==> src/rtl/ro_pair_counter_ctrl.sv <==
// ro_pair_counter_ctrl
//
// Responder side of the RO PUF challenge handshake. On a measurement request
// it counts rising edges of the two selected ring oscillators over a fixed
// clock window, compares the two counts and registers one signature bit.
//
// Handshake: roen is a level request from the PUF controller. This block
// acknowledges by reading 2'b11 on counter_ctrl_state, and sig_bit/sig_tie
// are valid from the first cycle that reads 2'b11. The acknowledge is held
// for as long as roen stays high. A low roen in any non-IDLE state returns
// the block to IDLE, and a measurement is only started by roen=1 sampled in
// IDLE.
//
// The RO inputs are asynchronous to clk. Each one is passed through a 2-flop
// synchronizer and a previous-value register, so an input transition reaches
// its counter three clk edges later.

module ro_pair_counter_ctrl #(
    parameter int CNT_WIDTH = 16,
    parameter int WINDOW    = 1024,
    parameter int SETTLE    = 16
) (
    input  logic                 clk,
    input  logic                 rst,
    input  logic                 roen,
    input  logic                 ro_a,
    input  logic                 ro_b,
    output logic [1:0]           counter_ctrl_state,
    output logic                 sig_bit,
    output logic                 sig_tie,
    output logic [CNT_WIDTH-1:0] cnt_a,
    output logic [CNT_WIDTH-1:0] cnt_b
);

    // The timer only has to hold 0..WINDOW-1.
    localparam int TW = (WINDOW > 1) ? $clog2(WINDOW) : 1;

    localparam logic [TW-1:0]        TIMER_LAST = TW'(WINDOW - 1);
    localparam logic [TW-1:0]        TIMER_ARM  = TW'(SETTLE);
    localparam logic [CNT_WIDTH-1:0] CNT_MAX    = '1;

    typedef enum logic [1:0] {
        ST_IDLE    = 2'b00,
        ST_COUNT   = 2'b01,
        ST_COMPARE = 2'b10,
        ST_DONE    = 2'b11
    } state_t;

    state_t state;
    state_t state_nxt;

    logic [1:0]    sync_a;
    logic [1:0]    sync_b;
    logic          prev_a;
    logic          prev_b;
    logic          edge_a;
    logic          edge_b;
    logic [TW-1:0] timer;

    // Control strobes decoded from the state and the request.
    logic clear_en;
    logic count_en;
    logic compare_en;
    logic timer_last;
    logic count_armed;

    // Bring both RO outputs into the clk domain and keep their prior value.
    always_ff @(posedge clk) begin
        if (rst) begin
            sync_a <= 2'b00;
            sync_b <= 2'b00;
            prev_a <= 1'b0;
            prev_b <= 1'b0;
        end else begin
            sync_a <= {sync_a[0], ro_a};
            sync_b <= {sync_b[0], ro_b};
            prev_a <= sync_a[1];
            prev_b <= sync_b[1];
        end
    end

    assign edge_a = sync_a[1] & ~prev_a;
    assign edge_b = sync_b[1] & ~prev_b;

    assign timer_last  = (timer == TIMER_LAST);
    assign count_armed = (timer >= TIMER_ARM);

    // State register.
    always_ff @(posedge clk) begin
        if (rst) begin
            state <= ST_IDLE;
        end else begin
            state <= state_nxt;
        end
    end

    // Next-state logic; a dropped request always wins over window progress.
    always_comb begin
        state_nxt = state;
        case (state)
            ST_IDLE: begin
                if (roen) begin
                    state_nxt = ST_COUNT;
                end
            end
            ST_COUNT: begin
                if (!roen) begin
                    state_nxt = ST_IDLE;
                end else if (timer_last) begin
                    state_nxt = ST_COMPARE;
                end
            end
            ST_COMPARE: begin
                if (!roen) begin
                    state_nxt = ST_IDLE;
                end else begin
                    state_nxt = ST_DONE;
                end
            end
            ST_DONE: begin
                if (!roen) begin
                    state_nxt = ST_IDLE;
                end
            end
            default: begin
                state_nxt = ST_IDLE;
            end
        endcase
    end

    // Output decode: state goes out as-is, strobes steer the datapath.
    always_comb begin
        counter_ctrl_state = state;
        clear_en           = 1'b0;
        count_en           = 1'b0;
        compare_en         = 1'b0;
        case (state)
            ST_IDLE:    clear_en   = roen;
            ST_COUNT:   count_en   = roen;
            ST_COMPARE: compare_en = roen;
            default:    ;
        endcase
    end

    // Window timer: cleared on request, advances each COUNT cycle.
    always_ff @(posedge clk) begin
        if (rst) begin
            timer <= '0;
        end else if (clear_en) begin
            timer <= '0;
        end else if (count_en && !timer_last) begin
            timer <= timer + 1'b1;
        end
    end

    // Edge counters: ignore the settle period and saturate at all-ones.
    always_ff @(posedge clk) begin
        if (rst) begin
            cnt_a <= '0;
            cnt_b <= '0;
        end else if (clear_en) begin
            cnt_a <= '0;
            cnt_b <= '0;
        end else if (count_en && count_armed) begin
            if (edge_a && (cnt_a != CNT_MAX)) begin
                cnt_a <= cnt_a + 1'b1;
            end
            if (edge_b && (cnt_b != CNT_MAX)) begin
                cnt_b <= cnt_b + 1'b1;
            end
        end
    end

    // Signature registers: updated only by a COMPARE cycle that completes.
    always_ff @(posedge clk) begin
        if (rst) begin
            sig_bit <= 1'b0;
            sig_tie <= 1'b0;
        end else if (compare_en) begin
            sig_bit <= (cnt_a > cnt_b);
            sig_tie <= (cnt_a == cnt_b);
        end
    end

endmodule
==> config.mk <==
export PLATFORM = sky130hd
export DESIGN_NAME = ro_pair_counter_ctrl
export DESIGN_NICKNAME = d
export VERILOG_FILES = /design/src/rtl/ro_pair_counter_ctrl.sv
export SDC_FILE = /design/constraint.sdc
export NUM_CORES = 1
export LEC_CHECK = 0
export ABC_CLOCK_PERIOD_IN_PS = 2700
export BUFFER_PORTS_ARGS = -buffer_cell sky130_fd_sc_hd__buf_2
export CAP_MARGIN = 20
export CORE_MARGIN = 3
export CORE_UTILIZATION = 40
export CTS_CLUSTER_DIAMETER = 150
export CTS_CLUSTER_SIZE = 8
export DETAILED_ROUTE_END_ITERATION = 7
export GPL_TIMING_DRIVEN = 0
export SYNTH_ARGS = -nofsm -noshare
export SYNTH_HDL_FRONTEND = slang
export SYNTH_SLANG_ARGS = --single-unit
==> constraint.sdc <==
create_clock -name clk -period 2.7 [get_ports clk]
set_input_delay 0 -clock clk [delete_from_list [all_inputs] [get_ports clk]]
set_output_delay 0 -clock clk [all_outputs]
set_load 0.02 [all_outputs]
==> run summary <==
Status: finished, final reports clean
Crit path max fanout: 8
TritonCTS Sinks: 52
Mux contribution to synthesized area: 0.706%
Initial antenna violation count: 0
Max-slew headroom: 56.0%
Pwr dens: 392 nW/um2
Overall global routing resource usage: 17.2%
Port-buffer cells: 40
Largest family of logic cells by synthesized area: simple AND/OR/NAND/NOR gates
Layout Cells excl Fill: 485
Area Growth Syn to Fin: 17.0%
Syn_nets: 361
Fill count: 736
Worst EP arrival: 2240 ps
Avg Synthesized Cell Area: 8.44 um2
Detail Placement HPWL: 5060 um
DR vias/cell: 5.29
Synth Area in Compound Gates: 11.7%
Number of antenna-violating nets in the routed design: 0
EDFF count, synth: 0
Mapped Cells: 336
Kind of critical path: register to register
Clock share of power: 36.2%
Highest Clock Rate: 485 MHz
Die Y: 90.2 um
Latest clock arrival within the worst-skew pair: 300 ps
CP max-delay cell: nor4_2
WL/cell: 13.8 um
Fin util: 48.6%
Clk slew on worst S/H paths: 90 ps
Post-synthesis sequential area ratio: 36.7%
Synthesized area: 2840 um2
Leakage power: 1.27 nW
DRC Markers: 0
Total gr overflow: 0
Hold slack: 442 ps
Site Rows: 30
# IOs: 41
Placed cell count: 472
Slew Viols, Final: 0
Die area: 8130 um2
PnR Total Power: 0.00130 W
Post-synthesis adder-cell area fraction: 8.83%
Top FF cell, synth: dfxtp_1
First-pass GRT wire length: 11500 um
Max VDD drop: 0.000245 V
Crit path required time: 2880 ps
Final GP Congestion: 0.841
TNS Setup: 0 ps
Post-synthesis cell type count: 41
Share of cells above drive strength 1: 14.9%
RSZ-0062 raised after global routing: false
Setup Viol. Count Final: 0
XOR/XNOR Fraction of Synth Area: 8.03%
H-tree levels: 2
Family with the most delay on the worst path: simple AND/OR/NAND/NOR gates
Async SR Flop Fraction: 0%
Drt first pass iters: 4
Reg power frac: 59.6%
Flops & latches, synth: 52
Max-cap violations: 0
Simple-gate portion of the synthesized area: 29.1%
Combinational Power Share: 4.2%
NetSw: 0.000281 W
Clk Tree Root Cell: clkbuf_8
Largest net degree at the start of global routing: 15
Critical Path Max Stage Delay: 510 ps
Worst slew pin tran: 655 ps
Crit path launch type: register
Post-CTS Setup Repair Bufs: 0
Clk_skew: 5.50 ps
TritonCTS Buffers: 5
Diodes inserted: 0
# nets final: 414
Core ar.: 6830 um2
Min Clock Period, post-route: 2060 ps
Final Hold Violating Endpoints: 0
Initial Util: 41.5%
Int Pwr: 0.00102 W
Vias in the first global route: 2479
DR vias: 2564
Register Area: 1040 um2
DRT iter0 DRCs: 104
Switching share of power: 21.6%
CP Cell Sequence: ha_1, clkbuf_1, nand3_1, nor4_2, nor3_1, xnor2_1, nor2_1
Warnings, synthesis: 0
Final wirelength: 6680 um
DIE WIDTH: 90.2 um
Area of the multi-input gates: 1660 um2
Worst hold path class: register to register
Crit path capture type: register
Worst Path Buf+Inv: 1
Maximum root-to-sink buffer count: 2
CTS tree: yes
Crit share post-route: 76.3%
power by group through the flow:
stage                     Sequential [W]  Combinational (W)  Clock [W]
after floorplan                 0.000795          0.0000290          0
after global placement          0.000794          0.0000495          0
after detailed placement        0.000794          0.0000497          0
after CTS                       0.000776          0.0000563   0.000499
after global routing            0.000777          0.0000626   0.000521
final                           0.000776          0.0000552   0.000471
logic make-up after synthesis:
group	count (synthesis)
xor+xnor	26
mux	2
fa+ha+maj	20
simple gates	152
flops	52
compound gates	51
buf+inv	33
worst paths after layout:
path | from | to | slack [ps] | cells after the start
hold / removal | sync_b[0]$_SDFF_PP0_ | sync_b[1]$_SDFF_PP0_ | 440 | 1
hold reg to reg | sync_b[0]$_SDFF_PP0_ | sync_b[1]$_SDFF_PP0_ | 440 | 1
setup reg to reg | cnt_a[0]$_SDFFE_PP0P_ | cnt_a[6]$_SDFFE_PP0P_ | 640 | 7
setup / recovery | cnt_a[0]$_SDFFE_PP0P_ | cnt_a[6]$_SDFFE_PP0P_ | 640 | 7
cell type report:
| class | count | area share (%) |
|---|---|---|
| Multi-Input combinational cell | 251 | 50.1 |
| Sequential cell | 52 | 31.4 |
| Timing Repair Buffer | 46 | 7.84 |
| Tap cell | 96 | 3.62 |
| Clock buffer | 7 | 2.90 |
| Inverter | 23 | 2.60 |
| Buffer | 10 | 1.58 |
layer usage:
metal,track usage [%],vias to the layer above,part of all wire [%]
met4,5.87,0,2.0
li1,-,1301,-
met2,28.7,58,47
met5,0,-,0
met1,22.0,1194,46
met3,3.51,11,4.6
state kept, by name (all words and copies together) (netlist names):
signal,count
counter_ctrl_state,2
sync_a,2
cnt_a,16
sig_tie,1
timer,10
cnt_b,16
prev_b,1
prev_a,1
sig_bit,1
sync_b,2
cell usage after synthesis (all sizes together), types with 2 or more instances:
cell type	instances	area share [%]
nor3	7	1.2
o21ai	11	1.9
xor2	7	2.2
or4	2	0.53
a211o	3	0.93
nor4	13	3.9
nor3b	2	0.53
a211oi	2	0.53
buf	2	0.79
nand2	30	4.0
ha	20	8.8
or3	3	0.66
a31oi	2	0.44
nand4	16	3.5
nand2b	4	0.88
xnor2	19	5.9
mux2i	2	0.71
inv	23	3.0
o31ai	2	0.53
dfxtp	52	37
a31o	2	0.62
and4	7	2.2
a21o	2	0.53
nor2b	7	1.5
nand3	15	2.6
a21oi	17	3.0
and3	2	0.44
nor2	38	5.0
o211ai	5	1.3
or2	2	0.44
clkbuf	8	1.1
stage by stage:
stage          worst slack [ps]  instance area (um2)
2_1_floorplan               656                 2840
3_3_place_gp                409                 3160
3_5_place_dp                370                 3160
4_1_cts                     340                 3310
5_1_grt                     351                 3320
6_report                    640                 3320
cells in the final DEF, fill, tap and decap left out, types with 2 or more instances in the layout:
master / n
xor2_1: 7
mux2i_1: 2
a21o_1: 2
a211o_1: 3
nor3_1: 7
a31oi_1: 2
xnor2_1: 19
nand2b_1: 4
and4_1: 7
nand2_1: 30
inv_1: 23
or3_1: 3
o211ai_1: 5
nand3_1: 15
ha_1: 20
a21oi_1: 17
and3_1: 2
buf_6: 2
dfxtp_1: 52
o31ai_1: 2
nor4_1: 10
o21ai_0: 11
nor4_4: 2
a211oi_1: 2
nor2_1: 38
or2_2: 2
nand4_1: 16
or4_1: 2
dlygate4sd3_1: 6
clkbuf_1: 8
clkbuf_8: 7
buf_2: 40
nor2b_1: 7
a31o_2: 2
nor3b_1: 2
repair_timing:
action                     in CTS  in global routing
hold buffers                    6                  0
resized for setup               0                  1
setup endpoints to repair       0                  2
hold endpoints to repair        9                  0
Power figures use the tool's default switching activity.
